### config.mk
export PLATFORM = sky130hd
export DESIGN_NAME = spi_master_cfg_flat
export DESIGN_NICKNAME = d
export VERILOG_FILES = /design/src/rtl/spi_master_cfg_if.sv /design/src/rtl/spi_master_cfg.sv /design/src/flat_wrapper.sv
export SDC_FILE = /design/constraint.sdc
export NUM_CORES = 1
export LEC_CHECK = 0
export ABC_AREA = 1
export BUFFER_PORTS_ARGS = -buffer_cell sky130_fd_sc_hd__buf_2
export CORE_ASPECT_RATIO = 0.6
export CORE_UTILIZATION = 55
export CTS_CLUSTER_DIAMETER = 30
export DETAILED_ROUTE_END_ITERATION = 8
export PLACE_DENSITY = 0.74
export RECOVER_POWER = 50
export SETUP_SLACK_MARGIN = 0.5
export SKIP_LAST_GASP = 1
export SLEW_MARGIN = 10
export SYNTH_ARGS = -nofsm -noshare
export SYNTH_HDL_FRONTEND = slang
export SYNTH_SLANG_ARGS = --single-unit
### constraint.sdc
create_clock -name clk -period 1.9 [get_ports clk]
set_clock_uncertainty 0.05 [all_clocks]
set_input_delay 0.19 -clock clk [delete_from_list [all_inputs] [get_ports clk]]
set_output_delay 0.19 -clock clk [all_outputs]
set_load 0.01 [all_outputs]
### src/rtl/spi_master_cfg_if.sv
// System-side handshake and SPI bus signals for spi_master_cfg.
// master = the SPI master block, slave = whatever drives/observes it.
interface spi_master_cfg_if #(
    parameter int DATA_W = 8,
    parameter int NUM_SS = 4,
    parameter int SS_W   = (NUM_SS > 1) ? $clog2(NUM_SS) : 1
);
    logic              start;
    logic              cpol;
    logic              cpha;
    logic [SS_W-1:0]   ss_sel;
    logic [DATA_W-1:0] data_in;
    logic [DATA_W-1:0] data_out;
    logic              data_ready;
    logic              busy;
    logic              sclk;
    logic              mosi;
    logic              miso;
    logic [NUM_SS-1:0] ss_n;

    modport master (
        input  start, cpol, cpha, ss_sel, data_in, miso,
        output data_out, data_ready, busy, sclk, mosi, ss_n
    );

    modport slave (
        output start, cpol, cpha, ss_sel, data_in, miso,
        input  data_out, data_ready, busy, sclk, mosi, ss_n
    );
endinterface

### src/rtl/spi_master_cfg.sv
// Parametrised full-duplex SPI master, MSB first, one word per transfer,
// with CPOL/CPHA selectable per transfer and registered outputs throughout.
module spi_master_cfg #(
    parameter int DATA_W  = 8,
    parameter int CLK_DIV = 2,
    parameter int NUM_SS  = 4
) (
    input logic              clk,
    input logic              rst,
    spi_master_cfg_if.master bus
);
    localparam int SS_W   = (NUM_SS > 1) ? $clog2(NUM_SS) : 1;
    localparam int CNT_W  = (CLK_DIV > 1) ? $clog2(CLK_DIV) : 1;
    localparam int EDGE_W = $clog2(2 * DATA_W + 1);
    localparam logic [CNT_W-1:0]  CNT_MAX   = CNT_W'(CLK_DIV - 1);
    localparam logic [EDGE_W-1:0] EDGE_LAST = EDGE_W'(2 * DATA_W);

    typedef enum logic [2:0] {IDLE, SETUP, XFER, HOLD, DONE} state_t;

    state_t            state;
    logic [CNT_W-1:0]  cnt;
    logic [EDGE_W-1:0] edge_cnt;
    logic [EDGE_W-1:0] edge_nx;
    logic              cpha_q;
    logic [DATA_W-1:0] tx;
    logic [DATA_W-1:0] rx;
    logic [NUM_SS-1:0] ss_dec;
    logic              wrap;
    logic              leading;
    logic              sample;
    logic              shift;

    // An out-of-range ss_sel matches no line, so the transfer runs unselected.
    always_comb begin
        ss_dec = '1;
        for (int i = 0; i < NUM_SS; i++)
            if (bus.ss_sel == SS_W'(i)) ss_dec[i] = 1'b0;
    end

    assign wrap    = (cnt == CNT_MAX);
    assign edge_nx = edge_cnt + 1'b1;
    assign leading = edge_nx[0];
    assign sample  = cpha_q ? !leading : leading;
    // CPHA=0 already presented the MSB at setup, and the final trailing edge has no bit left.
    assign shift   = cpha_q ? leading : (!leading && edge_nx != EDGE_LAST);

    always_ff @(posedge clk) begin
        if (rst) begin
            state          <= IDLE;
            cnt            <= '0;
            edge_cnt       <= '0;
            cpha_q         <= 1'b0;
            tx             <= '0;
            rx             <= '0;
            bus.sclk       <= 1'b0;
            bus.mosi       <= 1'b0;
            bus.ss_n       <= '1;
            bus.busy       <= 1'b0;
            bus.data_ready <= 1'b0;
            bus.data_out   <= '0;
        end else begin
            bus.data_ready <= 1'b0;
            case (state)
                IDLE: begin
                    bus.sclk <= bus.cpol;
                    if (bus.start) begin
                        state    <= SETUP;
                        bus.busy <= 1'b1;
                        cnt      <= '0;
                        edge_cnt <= '0;
                        cpha_q   <= bus.cpha;
                        tx       <= bus.data_in;
                        rx       <= '0;
                        bus.mosi <= bus.cpha ? 1'b0 : bus.data_in[DATA_W-1];
                        bus.ss_n <= ss_dec;
                    end
                end
                // The SETUP wrap produces SCLK edge 1; XFER wraps produce the rest.
                SETUP, XFER: begin
                    cnt <= wrap ? '0 : cnt + 1'b1;
                    if (wrap) begin
                        edge_cnt <= edge_nx;
                        bus.sclk <= ~bus.sclk;
                        if (sample) rx <= {rx[DATA_W-2:0], bus.miso};
                        if (shift) begin
                            bus.mosi <= cpha_q ? tx[DATA_W-1] : tx[DATA_W-2];
                            tx       <= {tx[DATA_W-2:0], 1'b0};
                        end
                        state <= (edge_nx == EDGE_LAST) ? HOLD : XFER;
                    end
                end
                HOLD: begin
                    cnt <= wrap ? '0 : cnt + 1'b1;
                    if (wrap) begin
                        state          <= DONE;
                        bus.ss_n       <= '1;
                        bus.mosi       <= 1'b0;
                        bus.data_out   <= rx;
                        bus.data_ready <= 1'b1;
                    end
                end
                DONE: begin
                    state    <= IDLE;
                    bus.busy <= 1'b0;
                    edge_cnt <= '0;
                end
                default: state <= IDLE;
            endcase
        end
    end
endmodule

### src/flat_wrapper.sv
// flat-port wrapper written by rule: the top's interface ports become plain ports
module spi_master_cfg_flat 
#(
    parameter int DATA_W  = 8,
    parameter int CLK_DIV = 2,
    parameter int NUM_SS  = 4
)
  (clk, rst, bus_start, bus_cpol, bus_cpha, bus_ss_sel, bus_data_in, bus_miso, bus_data_out, bus_data_ready, bus_busy, bus_sclk, bus_mosi, bus_ss_n);
  spi_master_cfg_if #(.DATA_W(DATA_W), .NUM_SS(NUM_SS)) bus_i ();
  input logic clk;
  input logic rst;
  input wire logic [$bits(bus_i.start)-1:0] bus_start;
  input wire logic [$bits(bus_i.cpol)-1:0] bus_cpol;
  input wire logic [$bits(bus_i.cpha)-1:0] bus_cpha;
  input wire logic [$bits(bus_i.ss_sel)-1:0] bus_ss_sel;
  input wire logic [$bits(bus_i.data_in)-1:0] bus_data_in;
  input wire logic [$bits(bus_i.miso)-1:0] bus_miso;
  output wire logic [$bits(bus_i.data_out)-1:0] bus_data_out;
  output wire logic [$bits(bus_i.data_ready)-1:0] bus_data_ready;
  output wire logic [$bits(bus_i.busy)-1:0] bus_busy;
  output wire logic [$bits(bus_i.sclk)-1:0] bus_sclk;
  output wire logic [$bits(bus_i.mosi)-1:0] bus_mosi;
  output wire logic [$bits(bus_i.ss_n)-1:0] bus_ss_n;
  assign bus_i.start = bus_start;
  assign bus_i.cpol = bus_cpol;
  assign bus_i.cpha = bus_cpha;
  assign bus_i.ss_sel = bus_ss_sel;
  assign bus_i.data_in = bus_data_in;
  assign bus_i.miso = bus_miso;
  assign bus_data_out = bus_i.data_out;
  assign bus_data_ready = bus_i.data_ready;
  assign bus_busy = bus_i.busy;
  assign bus_sclk = bus_i.sclk;
  assign bus_mosi = bus_i.mosi;
  assign bus_ss_n = bus_i.ss_n;
  spi_master_cfg #(.DATA_W(DATA_W), .CLK_DIV(CLK_DIV), .NUM_SS(NUM_SS)) u_core (.clk(clk), .rst(rst), .bus(bus_i));
endmodule
==> metrics, run 1 <==
max-cap violations 0; Cell Pwr Density 1622 nW/um^2; asr flop ratio synth 0%; Switching Share 45.03%; crit path max fanout 6; CP Cell Sequence inv_2 > nand2_4 > nor2_4 > nand2_4 > nand2_1 > nor2_4 > buf_4 > nand4_1 > nand2_1 > nor2_1; run status finished, final reports clean; LEAKAGE 1.209 nW; CTS max path bufs 2; Slowest-stage cell, CP dfxtp_4; Place WS 246.3 ps; Die X 80.23 um; fin cells 393; Initial Util 59.69%; Flop pwr share 29.7%; Worst-path clk slew 80 ps; final core utilization 80.81%; Slew Limit Fails 0; P_sw 1.996 mW; cts bufs inserted 5; hold buffers post-CTS 0; CP Capture Type flip-flop; final WL 5730 um; Gate power share 55.0%; sequential area share after synthesis 41.64%; Initial DRC Count 176; Die Y 48.94 um; Req. time, crit path 2050 ps; vias in the first global route 1752; number of synthesized flops with an enable pin 0; RePlAce Congestion 0.8818; worst skew pair latency 300 ps; GRT overflow 0; Synth area leaders dfxtp_1, nand2_1, inv_1, o21ai_0, nor2_1; DR WL/cell 14.58 um; placed cell area 2255 um^2; DRT Pass-1 Iters 5; HP Class in -> reg; most common cell in the netlist nand2_1; H-tree depth 2; arrival time at the worst endpoint 1850 ps; Netlist cell types 25; Vias 2159; Area growth syn-to-layout 35.38%; via/cell ratio 5.494; internal power 2.437 mW; IO Port Bufs 31; post-synthesis cell count 292; Post-synth top cells nand2_1, inv_1, dfxtp_1; antenna violations before repair 0; ratio of cells with drive above 1 in the final layout 28.74%; critical path class reg -> reg; first-pass GRT wire length 8142 um; post-synth top area cell dfxtp_1; DIE AREA 3926 um^2; Remaining DRCs 0; Min Clock Period, post-route 1702 ps; CTS tree yes; largest net degree at the start of global routing 19; post-route setup TNS 0 ps; fin nets 364; Avg Cell Area, Syn 6.916 um^2; Detailed Place HPWL 3040 um; placement row count 16; Sink Count 42; Finish-stage setup viols 0; Fillers 229; Max VDD drop 931.6 uV; flops & latches, synth 42; RSZ-0062 raised after global routing true; Synth Warn # 0; Post-Place Cells 362; Slowest Stage Delay on Critical Path 410 ps; number of I/O pins 32; Max-slew headroom 75.03%; Post-Syn Area 2019 um^2; Worst-Margin Slew 374.6 ps; DRT antenna net count 0; Tot GR Track Use 27.16%; clock share of power 15.3%; fmax 0.5875 GHz; CTS Root Cell clkbuf_8; Setup crit start kind flip-flop; Hold Violations, Final 0; setup ws final 197.9 ps; Synth top area share 41.64%; fin crit share 89.59%; Core Region 3383 um^2; ant diodes 0; Syn Nets 309; post-route cell area 2734 um^2; Top FF cell, synth dfxtp_1
[critical path, delay by kind of cell (launching register included)]
family        cells  cell delay, ps
flops             1             410
simple gates      8             950
buf+inv           2             200
[routing by layer]
layer	vias up	global-route usage [%]	part of all wire [%]
met4	0	7.143	1.6
met2	120	39.89	44
met5	-	0	0
met3	14	8.037	8.7
met1	983	38.68	46
li1	1042	-	-
[cells by family after synthesis]
| kind of cell | Yosys count | share of synthesized area (%) |
|---|---|---|
| AO/OA/AOI/OAI | 59 | 15.68 |
| adder cells (fa/ha/maj) | 1 | 0.6195 |
| buffers and inverters | 61 | 11.96 |
| flip-flops | 42 | 41.64 |
| AND/OR/NAND/NOR | 129 | 30.11 |
[cells in the final DEF, fill, tap and decap left out, types with 2 or more instances in the layout]
master | Yosys | final
dfxtp_1 | 42 | 38
dfxtp_4 | 0 | 4
clkbuf_1 | 5 | 17
a21oi_2 | 0 | 5
inv_2 | 3 | 4
a21oi_1 | 18 | 13
nand2_1 | 69 | 59
inv_1 | 48 | 45
nand2_2 | 4 | 6
o21ai_1 | 4 | 9
clkbuf_8 | 0 | 5
nand4_1 | 13 | 13
nor2_1 | 25 | 22
buf_4 | 1 | 14
nor2_4 | 1 | 5
nand3_4 | 2 | 4
buf_2 | 1 | 15
a211oi_1 | 4 | 4
nand3_2 | 2 | 3
nand2_4 | 0 | 8
o21ai_2 | 0 | 5
o21ai_4 | 0 | 2
clkinvlp_4 | 0 | 2
nand3_1 | 9 | 7
o21ai_0 | 32 | 20
buf_6 | 1 | 8
[power by group through the flow]
stage | sequential (mW) | clock [mW] | combinational [mW]
final | 1.32 | 0.678 | 2.44
after global routing | 1.34 | 0.727 | 2.66
after CTS | 1.29 | 0.673 | 2.04
after detailed placement | 1.30 | 0 | 1.65
after global placement | 1.29 | 0 | 1.62
after floorplan | 1.29 | 0 | 1.31
[what timing repair did]
action / 4_1_cts / 5_1_grt
pin swaps: 26 / 12
gates cloned: 1 / 3
gates resized for setup: 30 / 53
buffers inserted: 11 / 8
endpoints found under the setup margin: 25 / 36
[state kept, by name (all words and copies together), names as in the netlist, 3 cells and up]
register,flops
u_core.bus.ss_n,4
u_core.tx,8
u_core.edge_cnt,5
u_core.state,3
u_core.bus.data_out,8
u_core.rx,8
[worst paths after layout]
kind	from	end	slack, ps	cells past startpoint
worst max-delay path	u_core.state[0]	u_core.tx[4]	200	10
worst min-delay path	bus_ss_sel[0]	u_core.bus.ss_n[2]	120	3
worst min register to register	u_core.bus.data_out[6]	u_core.bus.data_out[6]	400	2
worst max register to register	u_core.state[0]	u_core.tx[4]	200	10
[area by class of cell]
cell class / instances / area (um^2) / area share, %
multi-input combinational: 191 / 1157 / 42.33
sequential: 42 / 855.8 / 31.30
timing repair buffer: 56 / 356.6 / 13.04
inverter: 51 / 198.9 / 7.277
clock buffer: 6 / 93.84 / 3.432
tap: 45 / 56.30 / 2.059
clock inverter: 2 / 15.01 / 0.5492
[stage by stage]
stage / hold slack, ps / power [mW]
after floorplan: 299.0 / 2.599
after global placement: 378.6 / 2.907
after detailed placement: 383.7 / 2.946
after CTS: 127.3 / 4.006
after global routing: 159.4 / 4.726
final: 124.9 / 4.433
No activity file was read; power rests on OpenSTA's default activity.
==> inputs of run 2 (changes only) <==
ABC_AREA = unset   (was 1)
PLACE_DENSITY = 0.73   (was 0.74)
SETUP_SLACK_MARGIN = 0.05   (was 0.5)
==> run 2 against run 1 <==
Clock power increased by 7.2%. Largest cell class unchanged. First-iteration DRC count decreased by 41%. Largest power group is now registers. Area after synthesis increased by 5.9%. Die area increased by 5.7%.
==> metrics, run 2 <==
fin crit share 94.32%; Post-Syn Area 2138 um^2; Largest regs u_core.bus.data_out (8), u_core.rx (8), u_core.tx (8); RSZ-0062 raised after global routing false; Remaining DRCs 0; largest net degree at the start of global routing 23; DRT antenna net count 0; WP buf/inv 1; hold buffers post-CTS 0; DRT Pass-1 Iters 6; most frequent cells in the layout dfxtp_1, nand2_1, a21oi_1; RR Endpoint u_core.bus.data_out[1]; Max VDD drop 471.2 uV; critical path class reg -> reg; Cell Pwr Density 854.3 nW/um^2; Post-Place Cells 312; worst skew pair latency 300 ps; Fillers 338; flops & latches, synth 42; run status finished, final reports clean; IO Port Bufs 31; Netlist cell types 48; fin cells 319; Worst-Margin Slew 468.6 ps; final WL 4402 um; post-synth top area cell dfxtp_1; Slew Limit Fails 0; Req. time, crit path 2080 ps; GRT overflow 0; Initial Util 57.78%; Core Region 3701 um^2; sequential area share after synthesis 39.32%; Synth area leaders dfxtp_1, a21oi_1, nand2_1, a21oi_2, mux2i_1; Hold Violations, Final 0; Vias 1735; end of the worst hold path u_core.rx[0]; Die X 82.50 um; ratio of cells with drive above 1 in the final layout 23.53%; H-tree depth 2; post-synthesis cell count 241; Place WS 24.37 ps; CTS Root Cell clkbuf_8; vias in the first global route 1443; min-delay src bus_miso; Tot GR Track Use 22.89%; R2R Setup Slk 110 ps; crit path max fanout 10; post-route setup TNS 0 ps; Worst-path clk slew 80 ps; WHS Path Cells 3; number of synthesized flops with an enable pin 0; hold_ws 81.94 ps; DR WL/cell 13.80 um; RePlAce Congestion 0.7761; fmax 0.5580 GHz; Syn Nets 258; setup ws final 107.9 ps; via/cell ratio 5.439; Die Y 50.30 um; max-cap violations 0; cts bufs inserted 5; Setup crit start kind flip-flop; FF-to-FF Start u_core.state[1]; Synth top area share 39.32%; LEAKAGE 0.9024 nW; CP Cell Sequence buf_4 > and3b_1 > and2_1 > nand2_1 > a21oi_1; number of I/O pins 32; most common cell in the netlist dfxtp_1; ant diodes 0; delay-heaviest family, CP simple AND/OR/NAND/NOR gates; HP Class in -> reg; Post-synth top cells dfxtp_1, nand2_1, a21oi_1; Detailed Place HPWL 3033 um; final core utilization 66.16%; placement row count 17; Top FF cell, synth dfxtp_1; asr flop ratio synth 0%; Avg Cell Area, Syn 8.873 um^2; arrival time at the worst endpoint 1970 ps; DIE AREA 4150 um^2; Sink Count 42; CTS tree yes; CTS max path bufs 2; Max-slew headroom 68.76%; Area growth syn-to-layout 14.51%; path depth of the worst reg2reg path 5; first-pass GRT wire length 6913 um; Synth Warn # 0; Min Clock Period, post-route 1792 ps; Finish-stage setup viols 0; Slowest-stage cell, CP dfxtp_1; fin nets 289; commonest non-fill, non-tap cell in the layout dfxtp_1; CP Capture Type flip-flop; Initial DRC Count 103; Slowest Stage Delay on Critical Path 570 ps; antenna violations before repair 0
run 2: per-stage QoR:
stage / cell area [um^2] / total power [mW]
finish: 2449 / 2.092
global route: 2449 / 2.184
CTS: 2460 / 2.100
detailed placement: 2346 / 1.379
global placement: 2346 / 1.373
floorplan: 2138 / 1.281
run 2: worst max path at each step:
stage                                  start                      to  cells after the start
after floorplan           u_core.edge_cnt[1]            u_core.tx[7]                      8
after global placement    u_core.edge_cnt[0]         u_core.bus.mosi                      6
after detailed placement  u_core.edge_cnt[0]            u_core.tx[4]                      6
after CTS                 u_core.edge_cnt[0]            u_core.tx[4]                      6
after global routing         u_core.state[1]  u_core.bus.data_out[2]                      5
final                        u_core.state[1]  u_core.bus.data_out[1]                      5
run 2: where the power goes:
part / leakage [nW] / total (mW) / internal, mW / switching, mW
registers: 0.342 / 0.964 / 0.926 / 0.0379
logic: 0.503 / 0.401 / 0.181 / 0.220
clock network: 0.0573 / 0.727 / 0.421 / 0.306
run 2: final cells by class:
type	count	area, um^2	area share [%]
Inverter	4	15.01	0.6132
Clock inverter	1	30.03	1.226
Multi-Input combinational cell	176	1157	47.27
Timing Repair Buffer	43	262.8	10.73
Sequential cell	42	842.1	34.39
Tap cell	47	58.81	2.402
Clock buffer	6	82.58	3.373
run 2: timing repair:
action | 4_1_cts | 5_1_grt
endpoints found under the setup margin | 8 | 17
pin swaps | 0 | 0
setup buffers | 0 | 0
gates resized for setup | 1 | 3
run 2: metal layers:
metal / wire, um / up-vias / global-route usage, %
li1: - / 907 / -
met1: 2478 / 781 / 35.75
met2: 1657 / 38 / 27.69
met3: 198 / 9 / 7.273
met4: 68 / 0 / 9.483
met5: 0 / - / 0
run 2: tightest hold or removal path, stage by stage:
cell and delay (ps):
buf_2 100, nand3_2 60, a21oi_2 50
run 2: logic make-up after synthesis:
| family | Yosys count | share of synthesized area, % |
|---|---|---|
| adders and majority gates | 1 | 0.5850 |
| muxes | 8 | 3.745 |
| and+or+nand+nor | 97 | 24.81 |
| AOI/OAI and AO/OA | 67 | 23.00 |
| xor gates and xnor gates | 3 | 1.580 |
| buffers and inverters | 23 | 6.963 |
| DFF | 42 | 39.32 |
